===== src/rtl/uart_pkg.sv =====
// Shared definitions for the memory-mapped UART: register offsets, CON bit
// positions, the state encoding used by both serial FSMs and the oversample rate.
package uart_pkg;

    localparam logic [31:0] OFF_TXD = 32'h0000_0000;
    localparam logic [31:0] OFF_RXD = 32'h0000_0004;
    localparam logic [31:0] OFF_CON = 32'h0000_0008;

    localparam int CON_TX_BUSY    = 0;
    localparam int CON_RX_VALID   = 1;
    localparam int CON_RX_OVERRUN = 2;
    localparam int CON_TX_DROP    = 3;
    localparam int CON_FRAME_ERR  = 4;
    localparam int CON_IRQ_EN     = 5;

    localparam int OVERSAMPLE = 16;

    // Last tick of a bit period, and the tick that lands mid-way through a bit
    localparam logic [3:0] TICK_LAST = 4'(OVERSAMPLE - 1);
    localparam logic [3:0] TICK_MID  = 4'(OVERSAMPLE / 2 - 1);

    typedef enum logic [1:0] {
        ST_IDLE  = 2'd0,
        ST_START = 2'd1,
        ST_DATA  = 2'd2,
        ST_STOP  = 2'd3
    } uart_state_t;

endpackage


===== src/rtl/uart_baud_tick.sv =====
// Free-running oversample divider: counts 0..DIV-1 and asserts tick for the
// single clock in which the count sits at DIV-1.
module uart_baud_tick #(
    parameter int DIV = 10
) (
    input  logic clk,
    input  logic reset,
    output logic tick
);

    localparam int CW = (DIV > 1) ? $clog2(DIV) : 1;
    localparam logic [CW-1:0] LAST = CW'(DIV - 1);

    logic [CW-1:0] r_cnt;

    always_ff @(posedge clk) begin
        if (reset) begin
            r_cnt <= '0;
        end else if (r_cnt == LAST) begin
            r_cnt <= '0;
        end else begin
            r_cnt <= r_cnt + CW'(1);
        end
    end

    assign tick = (r_cnt == LAST);

endmodule


===== src/rtl/uart_bus_slave.sv =====
// Memory-mapped 8N1 UART on the CPU data bus (TXD / RXD / CON word registers).
// Optional interrupt output and CON.irq_en are built when UART_IRQ_EN is defined.
module uart_bus_slave
    import uart_pkg::*;
#(
    parameter int          CLK_FREQ  = 100_000_000,
    parameter int          BAUD      = 9600,
    parameter logic [31:0] BASE_ADDR = 32'h4000_0018
) (
    input  logic        clk,
    input  logic        reset,
    input  logic [31:0] addr,
    input  logic        Mem_rd,
    input  logic        Mem_wr,
    input  logic [31:0] Write_data,
    output logic [31:0] Read_data,
    input  logic        uart_rxd,
    output logic        uart_txd
`ifdef UART_IRQ_EN
    ,
    output logic        uart_irq
`endif
);

    localparam int DIV = CLK_FREQ / (BAUD * OVERSAMPLE);

    localparam logic [31:0] TXD_ADDR = BASE_ADDR + OFF_TXD;
    localparam logic [31:0] RXD_ADDR = BASE_ADDR + OFF_RXD;
    localparam logic [31:0] CON_ADDR = BASE_ADDR + OFF_CON;

    logic        w_tick;
    logic        w_hitTxd, w_hitRxd, w_hitCon;
    logic        w_wrTxd, w_wrCon, w_rdRxd;
    logic [2:0]  w_clr;
    logic [31:0] w_conValue;
    logic        w_irqEnBit;
    logic        w_unused;

    uart_state_t r_txState, w_txStateNext;
    logic [3:0]  r_txTickCnt, w_txTickCntNext;
    logic [2:0]  r_txBitIdx, w_txBitIdxNext;
    logic [7:0]  r_txShift, w_txShiftNext;
    logic        r_txd, w_txdNext;
    logic        r_txBusy, w_txBusyNext;

    logic        r_rxSync1, r_rxSync2, r_rxPrev;
    logic        w_rxFall;
    uart_state_t r_rxState, w_rxStateNext;
    logic [3:0]  r_rxTickCnt, w_rxTickCntNext;
    logic [2:0]  r_rxBitIdx, w_rxBitIdxNext;
    logic [7:0]  r_rxShift, w_rxShiftNext;
    logic        w_rxDone, w_rxFrameErr;
    logic [7:0]  r_rxByte;
    logic        r_rxValid;

    logic        r_rxOverrun, r_txDrop, r_frameErr;

    uart_baud_tick #(.DIV(DIV)) u_baud (
        .clk   (clk),
        .reset (reset),
        .tick  (w_tick)
    );

    // Word decode: the byte offset within a register is irrelevant
    assign w_hitTxd = (addr[31:2] == TXD_ADDR[31:2]);
    assign w_hitRxd = (addr[31:2] == RXD_ADDR[31:2]);
    assign w_hitCon = (addr[31:2] == CON_ADDR[31:2]);

    assign w_wrTxd = Mem_wr & w_hitTxd;
    assign w_wrCon = Mem_wr & w_hitCon;
    assign w_rdRxd = Mem_rd & w_hitRxd;
    assign w_clr   = {Write_data[CON_FRAME_ERR], Write_data[CON_TX_DROP],
                      Write_data[CON_RX_OVERRUN]} & {3{w_wrCon}};

    assign w_unused = ^{addr[1:0], Write_data[31:8]};

    always_comb begin
        w_conValue                 = '0;
        w_conValue[CON_TX_BUSY]    = r_txBusy;
        w_conValue[CON_RX_VALID]   = r_rxValid;
        w_conValue[CON_RX_OVERRUN] = r_rxOverrun;
        w_conValue[CON_TX_DROP]    = r_txDrop;
        w_conValue[CON_FRAME_ERR]  = r_frameErr;
        w_conValue[CON_IRQ_EN]     = w_irqEnBit;
    end

    // Reads see pre-edge register values, so a simultaneous store never leaks in
    always_comb begin
        Read_data = '0;
        if (Mem_rd) begin
            if (w_hitRxd) begin
                Read_data = {24'b0, r_rxByte};
            end else if (w_hitCon) begin
                Read_data = w_conValue;
            end
        end
    end

    always_ff @(posedge clk) begin
        if (reset) begin
            r_txState   <= ST_IDLE;
            r_txTickCnt <= '0;
            r_txBitIdx  <= '0;
            r_txShift   <= '0;
            r_txd       <= 1'b1;
            r_txBusy    <= 1'b0;
        end else begin
            r_txState   <= w_txStateNext;
            r_txTickCnt <= w_txTickCntNext;
            r_txBitIdx  <= w_txBitIdxNext;
            r_txShift   <= w_txShiftNext;
            r_txd       <= w_txdNext;
            r_txBusy    <= w_txBusyNext;
        end
    end

    // The line is registered, so each next-state branch also chooses the next bit level
    always_comb begin
        w_txStateNext   = r_txState;
        w_txTickCntNext = r_txTickCnt;
        w_txBitIdxNext  = r_txBitIdx;
        w_txShiftNext   = r_txShift;
        w_txdNext       = r_txd;
        w_txBusyNext    = r_txBusy;
        case (r_txState)
            ST_IDLE: begin
                w_txdNext = 1'b1;
                if (w_wrTxd && !r_txBusy) begin
                    w_txStateNext   = ST_START;
                    w_txTickCntNext = '0;
                    w_txShiftNext   = Write_data[7:0];
                    w_txdNext       = 1'b0;
                    w_txBusyNext    = 1'b1;
                end
            end
            ST_START: begin
                if (w_tick) begin
                    if (r_txTickCnt == TICK_LAST) begin
                        w_txStateNext   = ST_DATA;
                        w_txTickCntNext = '0;
                        w_txBitIdxNext  = '0;
                        w_txdNext       = r_txShift[0];
                    end else begin
                        w_txTickCntNext = r_txTickCnt + 4'd1;
                    end
                end
            end
            ST_DATA: begin
                if (w_tick) begin
                    if (r_txTickCnt == TICK_LAST) begin
                        w_txTickCntNext = '0;
                        if (r_txBitIdx == 3'd7) begin
                            w_txStateNext = ST_STOP;
                            w_txdNext     = 1'b1;
                        end else begin
                            w_txBitIdxNext = r_txBitIdx + 3'd1;
                            w_txShiftNext  = {1'b0, r_txShift[7:1]};
                            w_txdNext      = r_txShift[1];
                        end
                    end else begin
                        w_txTickCntNext = r_txTickCnt + 4'd1;
                    end
                end
            end
            ST_STOP: begin
                if (w_tick) begin
                    if (r_txTickCnt == TICK_LAST) begin
                        w_txStateNext   = ST_IDLE;
                        w_txTickCntNext = '0;
                        w_txdNext       = 1'b1;
                        w_txBusyNext    = 1'b0;
                    end else begin
                        w_txTickCntNext = r_txTickCnt + 4'd1;
                    end
                end
            end
            default: begin
                w_txStateNext = ST_IDLE;
            end
        endcase
    end

    assign uart_txd = r_txd;

    // Synchronizer flops reset high so a released reset never looks like a start edge
    always_ff @(posedge clk) begin
        if (reset) begin
            r_rxSync1 <= 1'b1;
            r_rxSync2 <= 1'b1;
            r_rxPrev  <= 1'b1;
        end else begin
            r_rxSync1 <= uart_rxd;
            r_rxSync2 <= r_rxSync1;
            r_rxPrev  <= r_rxSync2;
        end
    end

    assign w_rxFall = r_rxPrev & ~r_rxSync2;

    always_ff @(posedge clk) begin
        if (reset) begin
            r_rxState   <= ST_IDLE;
            r_rxTickCnt <= '0;
            r_rxBitIdx  <= '0;
            r_rxShift   <= '0;
        end else begin
            r_rxState   <= w_rxStateNext;
            r_rxTickCnt <= w_rxTickCntNext;
            r_rxBitIdx  <= w_rxBitIdxNext;
            r_rxShift   <= w_rxShiftNext;
        end
    end

    always_comb begin
        w_rxStateNext   = r_rxState;
        w_rxTickCntNext = r_rxTickCnt;
        w_rxBitIdxNext  = r_rxBitIdx;
        w_rxShiftNext   = r_rxShift;
        w_rxDone        = 1'b0;
        w_rxFrameErr    = 1'b0;
        case (r_rxState)
            ST_IDLE: begin
                if (w_rxFall) begin
                    w_rxStateNext   = ST_START;
                    w_rxTickCntNext = '0;
                end
            end
            ST_START: begin
                if (w_tick) begin
                    if (r_rxTickCnt == TICK_MID) begin
                        w_rxTickCntNext = '0;
                        w_rxBitIdxNext  = '0;
                        w_rxStateNext   = r_rxSync2 ? ST_IDLE : ST_DATA;
                    end else begin
                        w_rxTickCntNext = r_rxTickCnt + 4'd1;
                    end
                end
            end
            ST_DATA: begin
                if (w_tick) begin
                    if (r_rxTickCnt == TICK_LAST) begin
                        w_rxTickCntNext = '0;
                        w_rxShiftNext   = {r_rxSync2, r_rxShift[7:1]};
                        if (r_rxBitIdx == 3'd7) begin
                            w_rxStateNext = ST_STOP;
                        end else begin
                            w_rxBitIdxNext = r_rxBitIdx + 3'd1;
                        end
                    end else begin
                        w_rxTickCntNext = r_rxTickCnt + 4'd1;
                    end
                end
            end
            ST_STOP: begin
                if (w_tick) begin
                    if (r_rxTickCnt == TICK_LAST) begin
                        w_rxStateNext   = ST_IDLE;
                        w_rxTickCntNext = '0;
                        w_rxDone        = r_rxSync2;
                        w_rxFrameErr    = ~r_rxSync2;
                    end else begin
                        w_rxTickCntNext = r_rxTickCnt + 4'd1;
                    end
                end
            end
            default: begin
                w_rxStateNext = ST_IDLE;
            end
        endcase
    end

    // A completing byte outranks a concurrent RXD load, keeping rx_valid set
    always_ff @(posedge clk) begin
        if (reset) begin
            r_rxByte  <= '0;
            r_rxValid <= 1'b0;
        end else begin
            if (w_rxDone) begin
                r_rxByte  <= r_rxShift;
                r_rxValid <= 1'b1;
            end else if (w_rdRxd) begin
                r_rxValid <= 1'b0;
            end
        end
    end

    always_ff @(posedge clk) begin
        if (reset) begin
            r_rxOverrun <= 1'b0;
            r_txDrop    <= 1'b0;
            r_frameErr  <= 1'b0;
        end else begin
            r_rxOverrun <= (r_rxOverrun & ~w_clr[0]) | (w_rxDone & r_rxValid);
            r_txDrop    <= (r_txDrop & ~w_clr[1]) | (w_wrTxd & r_txBusy);
            r_frameErr  <= (r_frameErr & ~w_clr[2]) | w_rxFrameErr;
        end
    end

`ifdef UART_IRQ_EN
    logic r_irqEn;
    logic r_irq;

    always_ff @(posedge clk) begin
        if (reset) begin
            r_irqEn <= 1'b0;
            r_irq   <= 1'b0;
        end else begin
            if (w_wrCon) begin
                r_irqEn <= Write_data[CON_IRQ_EN];
            end
            r_irq <= r_irqEn & (r_rxValid | ~r_txBusy);
        end
    end

    assign w_irqEnBit = r_irqEn;
    assign uart_irq   = r_irq;
`else
    assign w_irqEnBit = 1'b0;
`endif

endmodule


===== config.mk =====
export PLATFORM = sky130hd
export DESIGN_NAME = uart_bus_slave
export DESIGN_NICKNAME = d
export VERILOG_FILES = /design/src/rtl/uart_pkg.sv /design/src/rtl/uart_baud_tick.sv /design/src/rtl/uart_bus_slave.sv
export SDC_FILE = /design/constraint.sdc
export NUM_CORES = 1
export LEC_CHECK = 0
export BUFFER_PORTS_ARGS = -buffer_cell sky130_fd_sc_hd__buf_2
export CORE_MARGIN = 2
export CORE_UTILIZATION = 35
export DETAILED_ROUTE_END_ITERATION = 8
export PLACE_DENSITY = 0.59
export SLEW_MARGIN = 20
export SYNTH_ARGS = -nofsm -noshare
export SYNTH_HDL_FRONTEND = slang
export SYNTH_SLANG_ARGS = --single-unit

===== constraint.sdc =====
create_clock -name clk -period 2.7 [get_ports clk]
set_input_delay 0.54 -clock clk [delete_from_list [all_inputs] [get_ports clk]]
set_output_delay 0.54 -clock clk [all_outputs]
set_load 0.01 [all_outputs]

==> results of run 1 <==
## power by group
part	total [mW]	switching, mW	internal (mW)
registers	0.988	0.0360	0.952
logic	0.420	0.251	0.169
clock network	0.723	0.365	0.358
total	2.13	0.652	1.48
## flip-flops by register name, indices dropped and copies added, names as in the netlist, 2 cells and up, named ones only
signal,cells
r_txShift,8
u_baud.r_cnt,10
r_txTickCnt,4
r_txState,2
r_rxShift,8
r_rxBitIdx,3
r_rxTickCnt,4
r_txBitIdx,3
r_rxByte,8
## metrics by stage
| stage | utilization | instance area (µm²) | total power, mW | cells | worst slack [ns] |
|---|---|---|---|---|---|
| floorplan | - | 3420 | 1.33 | 401 | 0.161 |
| global placement | 0.400 | 3690 | 1.41 | 553 | -0.0593 |
| detailed placement | 0.400 | 3690 | 1.43 | 553 | -0.0556 |
| CTS | 0.420 | 3880 | 2.15 | 569 | -0.00662 |
| global route | 0.420 | 3880 | 2.25 | 569 | -0.0412 |
| finish | 0.420 | 3880 | 2.13 | 569 | 0.0123 |
## critical path: stages
cell                     delay [ns]
sky130_fd_sc_hd__buf_6         0.09
sky130_fd_sc_hd__or4_4         0.52
sky130_fd_sc_hd__or3_4         0.41
sky130_fd_sc_hd__nor3_4        0.16
sky130_fd_sc_hd__buf_12        0.14
sky130_fd_sc_hd__a22o_1        0.15
sky130_fd_sc_hd__buf_2         0.13
## repair_timing
action                                  in CTS  in global routing
endpoints found under the hold margin        0                  0
endpoints found under the setup margin       8                  7
buffers inserted                             0                  0
gates resized for setup                      2                  0
pin swaps                                    1                  0
## cells in the final DEF (no fill, tap or decap), types with 9 or more instances in the layout
master and instances:
sky130_fd_sc_hd__nand3_1 10, sky130_fd_sc_hd__ha_1 13, sky130_fd_sc_hd__dfxtp_1 61, sky130_fd_sc_hd__a21oi_1 23, sky130_fd_sc_hd__clkbuf_8 10, sky130_fd_sc_hd__buf_2 50
sky130_fd_sc_hd__buf_4 9, sky130_fd_sc_hd__inv_1 13, sky130_fd_sc_hd__nand2_1 19, sky130_fd_sc_hd__o21ai_0 22, sky130_fd_sc_hd__mux2i_1 26, sky130_fd_sc_hd__nor2_1 44
sky130_fd_sc_hd__conb_1 24
## how the worst max path moves through the flow
stage                    to  slack, ns  cells past startpoint
2_1_floorplan  Read_data[0]       0.16                      4
3_3_place_gp   Read_data[3]      -0.06                      7
3_5_place_dp   Read_data[3]      -0.06                      7
4_1_cts        Read_data[3]     -0.007                      7
5_1_grt        Read_data[0]      -0.04                      7
6_report       Read_data[3]       0.01                      7
## metal layers
| layer | GRT usage | up-vias | part of all wire |
|---|---|---|---|
| met4 | 0.0624 | 0 | 0.015 |
| met1 | 0.152 | 1247 | 0.45 |
| met5 | 0 | - | 0 |
| met2 | 0.255 | 73 | 0.48 |
| li1 | - | 1421 | - |
| met3 | 0.0283 | 7 | 0.049 |
## final cells by class
cell class / instances / area [µm²]
Timing Repair Buffer: 61 / 349
Fill cell: 921 / 5360
Sequential cell: 61 / 1220
Multi-Input combinational cell: 289 / 1920
Clock buffer: 11 / 141
Inverter: 13 / 48.8
Tap cell: 129 / 161
Clock inverter: 5 / 36.3
## synth_stat cells (6+ instances only)
library cell / instances
sky130_fd_sc_hd__dfxtp_1: 61
sky130_fd_sc_hd__nor2_1: 45
sky130_fd_sc_hd__mux2i_1: 26
sky130_fd_sc_hd__buf_4: 24
sky130_fd_sc_hd__a21oi_1: 23
sky130_fd_sc_hd__o21ai_0: 22
sky130_fd_sc_hd__nand2_1: 19
sky130_fd_sc_hd__ha_1: 13
sky130_fd_sc_hd__inv_1: 13
sky130_fd_sc_hd__clkbuf_1: 11
sky130_fd_sc_hd__nand3_1: 10
sky130_fd_sc_hd__or3_1: 8
sky130_fd_sc_hd__nor3_1: 7
sky130_fd_sc_hd__a22o_1: 6
sky130_fd_sc_hd__nor4_1: 6
sky130_fd_sc_hd__xnor2_1: 6
## cells by family (layout without fill, tap and decap cells)
kind of cell,after synthesis,count (layout)
muxes,26,26
buffers and inverters,51,90
and+or+nand+nor,144,144
other,1,24
AOI/OAI and AO/OA,73,73
DFF,61,61
adders and majority gates,13,13
xor gates and xnor gates,9,9
==> impl_metrics.csv, run 1 <==
group,metric,value,unit
run_status,outcome,"completed",
synthesis,syn_area,3330,µm²
sta,number_of_slew_limit_violations_in_the_final_report,0,
hold_path,hold_path_end,"r_rxSync1",
worst_setup_path,critPathRequiredTime,2.16,ns
finish,antenna-diode-count,0,
route,drt_first_pass_iters,4,
clock_network,clk_pin_slew_worst_paths,0.07,ns
synthesis,avgSynthCellArea,8.81,µm²
floorplan,io_pins,102,
power,p_leak,1.50,nW
sta,slew_headroom,0.536,
placed_design,post-dp-hpwl,5140,µm
clock_network,cts-root-buf,"sky130_fd_sc_hd__clkbuf_8",
grt,grt_pass1_wl,11200,µm
route,ant_nets,0,
synthesis,synthAdderAreaFrac,0.0488,
worst_setup_path,r2r_setup_slack,0.55,ns
synthesis,yosysSeqAreaShare,0.367,
worst_setup_path,worst_r2r_startpoint,"u_baud.r_cnt[0]",
synthesis,synthDominantCellAreaShare,0.367,
route,num_vias,2748,
synthesis,synth_largest_area_cell,"sky130_fd_sc_hd__dfxtp_1",
finish,layout-area-overhead-vs-synth,16.5,%
synthesis,ys_top_cells_by_area,"sky130_fd_sc_hd__dfxtp_1 (37%), sky130_fd_sc_hd__mux2i_1 (7.8%), sky130_fd_sc_hd__buf_4 (5.4%)",
synthesis,synth-edff-count,0,
route,drt-wirelength-per-cell,12.2,µm
route,first_iter_violations,86,
synthesis,synthXorXnorAreaFrac,0.0237,
worst_setup_path,crit_arrival,2.15,ns
route,avgViaCountPerCell,4.83,
worst_setup_path,rr_endpoint,"r_rxShift[6]",
sta,timing_hold_violations_final,0,
synthesis,synth_simple_gate_area_frac,0.254,
hold_path,hold_start,"uart_rxd",
grt,grt_util_all_layers,0.139,
clock_network,cts_buffers,9,
floorplan,floorplan.die.width,102,µm
floorplan,core_area,9240,µm²
clock_network,cts_tree,"built",
sta,setup_violating_endpoint_count_in_the_final_report,0,
floorplan,placementRows,35,
sta,layout_worst_path_cycle_share,0.995,
grt,grt_remaining_overflow,0,
grt,via_count_of_the_first_global_routing_pass,2607,
flow_run,drv_cap,0,
floorplan,chipHeight,102,µm
sta,worst_clock_skew,0.00833,ns
sta,finalWorstPathRequiredPeriod,2.69,ns
synthesis,yosys.cell_types.count,59,
sta,fmaxAchievable,0.372,GHz
synthesis,synth-compound-area-share,0.142,
placed_design,gp_congestion,0.780,
floorplan,floorplan.initialDensity,0.360,
power,vdd.ir_drop.worst,0.191,mV
sta,tightestPinTransition,0.687,ns
synthesis,yosysWarningCount,0,
worst_setup_path,setup.worst_path.start,"addr[15]",
grt,antenna_found_initial,0,
grt,maximum_number_of_pins_on_one_net_before_global_route_repair,34,
sta,finalSetupTns,0,ns
worst_setup_path,timing.critical_path.fanout_max,9,
sta,worst_hold_check_slack,0.386,ns
clock_network,postCtsHoldBufs,0,
clock_network,clock_sinks,61,
hold_path,cells_on_worst_hold_path,2,
worst_setup_path,worst_r2r_path_depth,7,
clock_network,clk-insertion-delay-late,0.34,ns
hold_path,timing.hold.worst.class,"in -> reg",
synthesis,largest_family_of_logic_cells_by_synthesized_area,"simple AND/OR/NAND/NOR gates",
sta,setup_repair_after_global_routing_missed_its_margin,"yes",
clock_network,htree_num_levels,3,
synthesis,ys_async_sr_fraction,0,
route,drt_wl_total,6930,µm
floorplan,fp.dieArea,10300,µm²
worst_setup_path,cp-end-kind,"primary output",
clock_network,cts_max_path_buffers,2,
synthesis,flip_flop_cell_with_the_highest_count_after_synthesis,"sky130_fd_sc_hd__dfxtp_1",
worst_setup_path,startpoint_type,"input pin",
synthesis,syn-instance-count,378,
finish,nNetsFinal,517,
synthesis,synthMuxAreaShare,0.0781,
power,power.density_cell_area,549,nW/µm²
route,post-route-drc-count,0,
finish,layout_cell_share_with_drive_strength_beyond_1,0.218,
synthesis,synth.ff_latch_count,61,
placed_design,buffer_ports.inserted,51,
worst_setup_path,worst-setup-path-type,"in -> out",
Note: power is estimated with default switching activity, not from simulation.
==> run 2: changes to the inputs <==
--- a/config.mk
+++ b/config.mk
@@ -10,6 +10,7 @@
 export CORE_UTILIZATION = 35
 export DETAILED_ROUTE_END_ITERATION = 8
 export PLACE_DENSITY = 0.59
+export SKIP_LAST_GASP = 1
 export SLEW_MARGIN = 20
 export SYNTH_ARGS = -nofsm -noshare
 export SYNTH_HDL_FRONTEND = slang
==> constraint.sdc (replaced) <==
create_clock -name clk -period 2.75 [get_ports clk]
set_input_delay 0.55 -clock clk [delete_from_list [all_inputs] [get_ports clk]]
set_output_delay 0.55 -clock clk [all_outputs]
set_load 0.01 [all_outputs]
==> impl_metrics.csv, run 2 (synthesized netlist as in run 1, its figures left out) <==
group,metric,value,unit
clock_network,clock_sinks,61,
grt,grt_pass1_wl,11700,µm
finish,antenna-diode-count,0,
worst_setup_path,worst_r2r_path_depth,7,
sta,layout_worst_path_cycle_share,0.991,
clock_network,cts_buffers,9,
grt,antenna_found_initial,0,
finish,nNetsFinal,516,
finish,layout_commonest_cell,"sky130_fd_sc_hd__dfxtp_1",
worst_setup_path,worst_path_most_repeated_cell,"sky130_fd_sc_hd__buf_2",
placed_design,gp_congestion,0.784,
floorplan,floorplan.initialDensity,0.360,
sta,number_of_slew_limit_violations_in_the_final_report,0,
clock_network,clk_pin_slew_worst_paths,0.07,ns
grt,grt_remaining_overflow,0,
sta,slew_headroom,0.518,
grt,grt_util_all_layers,0.143,
grt,maximum_number_of_pins_on_one_net_before_global_route_repair,34,
worst_setup_path,cp-end-kind,"primary output",
route,avgViaCountPerCell,4.97,
floorplan,io_pins,102,
finish,instances_no_fill,568,
sta,fmaxAchievable,0.367,GHz
clock_network,htree_num_levels,3,
worst_setup_path,setup.worst_path.start,"addr[15]",
worst_setup_path,crit_arrival,2.17,ns
floorplan,floorplan.die.width,102,µm
power,power,2.27,mW
worst_setup_path,rr_endpoint,"r_rxShift[6]",
hold_path,cells_on_worst_hold_path,2,
sta,worst_clock_skew,0.00928,ns
worst_setup_path,worst_r2r_startpoint,"u_baud.r_cnt[0]",
worst_setup_path,startpoint_type,"input pin",
worst_setup_path,r2r_setup_slack,0.62,ns
worst_setup_path,timing.critical_path.to,"Read_data[3]",
placed_design,post-dp-hpwl,5070,µm
floorplan,placementRows,35,
worst_setup_path,critical_path.cell_chain,"buf_2, or4_4, or3_4, nor3_4, buf_12, a22o_1, buf_2",
sta,timing_hold_violations_final,0,
clock_network,cts-root-buf,"sky130_fd_sc_hd__clkbuf_8",
route,drt_first_pass_iters,4,
floorplan,chipHeight,102,µm
floorplan,fp.dieArea,10300,µm²
hold_path,timing.hold.worst.class,"in -> reg",
worst_setup_path,cpMaxStageDelayCell,"sky130_fd_sc_hd__or4_4",
clock_network,clk-insertion-delay-late,0.34,ns
worst_setup_path,timing.critical_path.fanout_max,9,
sta,setup_violating_endpoint_count_in_the_final_report,0,
run_status,outcome,"completed",
route,num_vias,2821,
grt,via_count_of_the_first_global_routing_pass,2628,
clock_network,postCtsHoldBufs,0,
clock_network,cts_max_path_buffers,2,
route,first_iter_violations,85,
power,power.density_cell_area,580,nW/µm²
route,post-route-drc-count,0,
finish,layout_cell_share_with_drive_strength_beyond_1,0.216,
finish,most-common-layout-cells,"sky130_fd_sc_hd__dfxtp_1 (61), sky130_fd_sc_hd__buf_2 (51), sky130_fd_sc_hd__nor2_1 (44)",
route,ant_nets,0,
worst_setup_path,worst-setup-path-type,"in -> out",
finish,layout-area-overhead-vs-synth,17.5,%
route,drt_wl_total,6920,µm
flow_run,drv_cap,0,
worst_setup_path,critPathRequiredTime,2.20,ns
worst_setup_path,cpPeakStageDelay,0.53,ns
power,vdd.ir_drop.worst,0.217,mV
route,drt-wirelength-per-cell,12.2,µm
sta,setup_repair_after_global_routing_missed_its_margin,"yes",
clock_network,cts_tree,"built",
floorplan,core_area,9240,µm²
placed_design,buffer_ports.inserted,51,
clock_network,post-cts-setup-buffers,0,
sta,finalWorstPathRequiredPeriod,2.72,ns
sta,tightestPinTransition,0.713,ns
finish,largest_register_ff_count,10,
finish,largest-register,"u_baud.r_cnt",
placed_design,dpl.cell_count,552,
power,p_leak,1.53,nW
[run 2: through the flow]
step / cell area (µm²) / setup WS, ns / TNS (ns) / hold WS [ns] / util
global route: 3910 / -0.0357 / -0.130 / 0.385 / 0.423
floorplan: 3420 / 0.191 / 0 / 0.389 / -
detailed placement: 3680 / -0.0250 / -0.0250 / 0.396 / 0.399
CTS: 3910 / 0.0140 / 0 / 0.381 / 0.423
finish: 3910 / 0.0253 / 0 / 0.391 / 0.423
global placement: 3680 / -0.0302 / -0.0422 / 0.395 / 0.399
[run 2: layer usage]
metal / global-route usage / wire length (µm) / up-vias
met1: 0.171 / 3130 / 1315
met3: 0.0421 / 394 / 12
met5: 0 / 0 / -
li1: - / - / 1414
met2: 0.240 / 3260 / 80
met4: 0.0572 / 139 / 0
[run 2: area by class of cell]
| cell class | count | area [µm²] |
|---|---|---|
| Timing Repair Buffer | 60 | 335 |
| Fill cell | 917 | 5330 |
| Clock inverter | 4 | 70.1 |
| Sequential cell | 61 | 1220 |
| Inverter | 13 | 48.8 |
| Multi-Input combinational cell | 289 | 1920 |
| Clock buffer | 12 | 155 |
| Tap cell | 129 | 161 |
[run 2: worst min path at each step]
stage                         start   endpoint
final                      uart_rxd  r_rxSync1
after global routing       uart_rxd  r_rxSync1
after CTS                  uart_rxd  r_rxSync1
after detailed placement  r_rxSync1  r_rxSync2
after global placement    r_rxSync1  r_rxSync2
after floorplan           r_rxSync1  r_rxSync2
[run 2: timing repair]
item | in CTS | in global routing
pin swaps | 1 | 0
endpoints found under the hold margin | 0 | 0
endpoints found under the setup margin | 5 | 7
resized for setup | 0 | 1
[run 2: power breakdown]
group	switching, mW	total, mW	internal [mW]
combinational	0.242	0.399	0.157
sequential	0.0350	0.970	0.935
clock	0.345	0.902	0.557
total	0.622	2.27	1.65
[run 2: worst max-delay path, delay by kind of cell]
kind / cells / cell delay [ns]
AND/OR/NAND/NOR: 3 / 1.11
buffers and inverters: 3 / 0.36
AO/OA/AOI/OAI: 1 / 0.15
==> run 3: changes to the inputs <==
==> constraint.sdc (replaced) <==
create_clock -name clk -period 2.75 [get_ports clk]
set_input_delay 0 -clock clk [delete_from_list [all_inputs] [get_ports clk]]
set_output_delay 0 -clock clk [all_outputs]
set_load 0.01 [all_outputs]
==> impl_metrics.csv, run 3 (synthesized netlist as in run 1, its figures left out) <==
group,metric,value,unit
run_status,outcome,"completed",
hold_path,timing.hold.worst.class,"in -> reg",
finish,nNetsFinal,512,
finish,layout-area-overhead-vs-synth,15.0,%
sta,tightestPinTransition,0.693,ns
worst_setup_path,worst-setup-path-type,"reg -> reg",
sta,number_of_slew_limit_violations_in_the_final_report,0,
power,internal-power,1.45,mW
worst_setup_path,cp-end-kind,"flip-flop",
placed_design,pre_cts_ws,0.598,ns
finish,layout_commonest_cell,"sky130_fd_sc_hd__dfxtp_1",
clock_network,clock_sinks,61,
grt,grt_util_all_layers,0.141,
power,power.combinational.fraction,0.193,
floorplan,chipHeight,102,µm
sta,final_critical_path_setup_slack,0.587,ns
finish,largest-register,"u_baud.r_cnt",
floorplan,io_pins,102,
sta,finalWorstPathRequiredPeriod,2.16,ns
grt,antenna_found_initial,0,
grt,maximum_number_of_pins_on_one_net_before_global_route_repair,36,
placed_design,post-dp-hpwl,4990,µm
finish,most-common-layout-cells,"sky130_fd_sc_hd__dfxtp_1 (61), sky130_fd_sc_hd__buf_2 (51), sky130_fd_sc_hd__nor2_1 (45)",
placed_design,buffer_ports.inserted,51,
route,first_iter_violations,75,
sta,worst_clock_skew,0.0143,ns
power,p_leak,1.48,nW
power,vdd.ir_drop.worst,0.215,mV
worst_setup_path,cpMaxStageDelayCell,"sky130_fd_sc_hd__o31a_1",
sta,fmaxAchievable,0.462,GHz
grt,grt_pass1_wl,11500,µm
route,avgViaCountPerCell,4.88,
route,drt-wirelength-per-cell,12.3,µm
sta,setup_repair_after_global_routing_missed_its_margin,"no",
placed_design,gp_congestion,0.776,
clock_network,cts_max_path_buffers,2,
route,ant_nets,0,
finish,fill_cell_total_of_the_finished_layout,906,
floorplan,fp.dieArea,10300,µm²
route,drt_wl_total,6930,µm
route,num_vias,2755,
clock_network,cts-root-buf,"sky130_fd_sc_hd__clkbuf_8",
power,power.share.sequential,0.459,
grt,via_count_of_the_first_global_routing_pass,2602,
power,clock_power_share,0.347,
clock_network,htree_num_levels,3,
sta,setup_violating_endpoint_count_in_the_final_report,0,
sta,layout_worst_path_cycle_share,0.786,
floorplan,core_area,9240,µm²
finish,layout_cell_share_with_drive_strength_beyond_1,0.205,
floorplan,floorplan.die.width,102,µm
clock_network,clk_pin_slew_worst_paths,0.08,ns
clock_network,cts_tree,"built",
floorplan,placementRows,35,
sta,slew_headroom,0.531,
finish,antenna-diode-count,0,
clock_network,post-cts-setup-buffers,0,
worst_setup_path,critPathRequiredTime,3.03,ns
power,sw_frac_of_total,0.313,
worst_setup_path,crit_arrival,2.44,ns
flow_run,drv_cap,0,
worst_setup_path,startpoint_type,"flip-flop",
power,power.density_cell_area,551,nW/µm²
clock_network,clk-insertion-delay-late,0.35,ns
worst_setup_path,critical_path.cell_chain,"ha_1, and3_1, nand4_4, o31a_1, or3_1, a21oi_1",
floorplan,floorplan.initialDensity,0.360,
route,drt_first_pass_iters,4,
grt,grt_remaining_overflow,0,
worst_setup_path,timing.critical_path.fanout_max,15,
sta,finalSetupTns,0,ns
power,power.net_switching,0.661,mW
sta,timing_hold_violations_final,0,
finish,largest_register_ff_count,10,
route,post-route-drc-count,0,
worst_setup_path,cpPeakStageDelay,0.42,ns
clock_network,cts_buffers,9,
## run 3: worst max-delay path, delay by kind of cell, from the launching register on
kind	cells	cell delay (ns)
and+or+nand+nor	3	0.83
AOI/OAI and AO/OA	2	0.59
DFF	1	0.41
adders and majority gates	1	0.25
## run 3: what timing repair did
action | in CTS | in global routing
gates resized for setup | 0 | 0
hold endpoints to repair | 2 | 0
hold buffers | 2 | 0
## run 3: worst paths after layout
kind / from / endpoint / slack, ns / cells past startpoint
min: Write_data[0] / r_txShift[0] / 0.06 / 4
max: r_txTickCnt[0] / r_txShift[1] / 0.59 / 6
min reg2reg: r_rxSync1 / r_rxSync2 / 0.41 / 1
max reg2reg: r_txTickCnt[0] / r_txShift[1] / 0.59 / 6
## run 3: per-layer routing
layer | global-route usage | up-vias | share of wire
met3 | 0.0380 | 9 | 0.062
met2 | 0.236 | 80 | 0.46
met4 | 0.0644 | 0 | 0.020
li1 | - | 1402 | -
met5 | 0 | - | 0
met1 | 0.168 | 1264 | 0.46
## run 3: area by class of cell
cell class	count	area, µm²	share of cell area
inverters	13	48.8	0.0127
flip-flops and latches	61	1220	0.319
well taps	129	161	0.0421
repair buffers	56	298	0.0778
clock buffers	10	138	0.0359
multi-input cells	289	1920	0.501
clock inverters	6	45.0	0.0118
## run 3: metrics by stage
step	area (µm²)	hold slack (ns)	std cells	power (mW)	utilization
after floorplan	3420	0.104	401	1.30	-
after global placement	3630	0.185	546	1.38	0.393
after detailed placement	3630	0.188	546	1.39	0.393
after CTS	3830	0.0365	564	2.13	0.414
after global routing	3830	0.0783	564	2.23	0.414
final	3830	0.0567	564	2.11	0.414
## run 3: power groups by stage
| stage | clock network, mW | logic (mW) | registers, mW |
|---|---|---|---|
| 3_5_place_dp | 0 | 0.402 | 0.989 |
| 2_1_floorplan | 0 | 0.320 | 0.982 |
| 6_report | 0.733 | 0.408 | 0.968 |
| 3_3_place_gp | 0 | 0.388 | 0.988 |
| 4_1_cts | 0.759 | 0.406 | 0.968 |
| 5_1_grt | 0.794 | 0.456 | 0.976 |
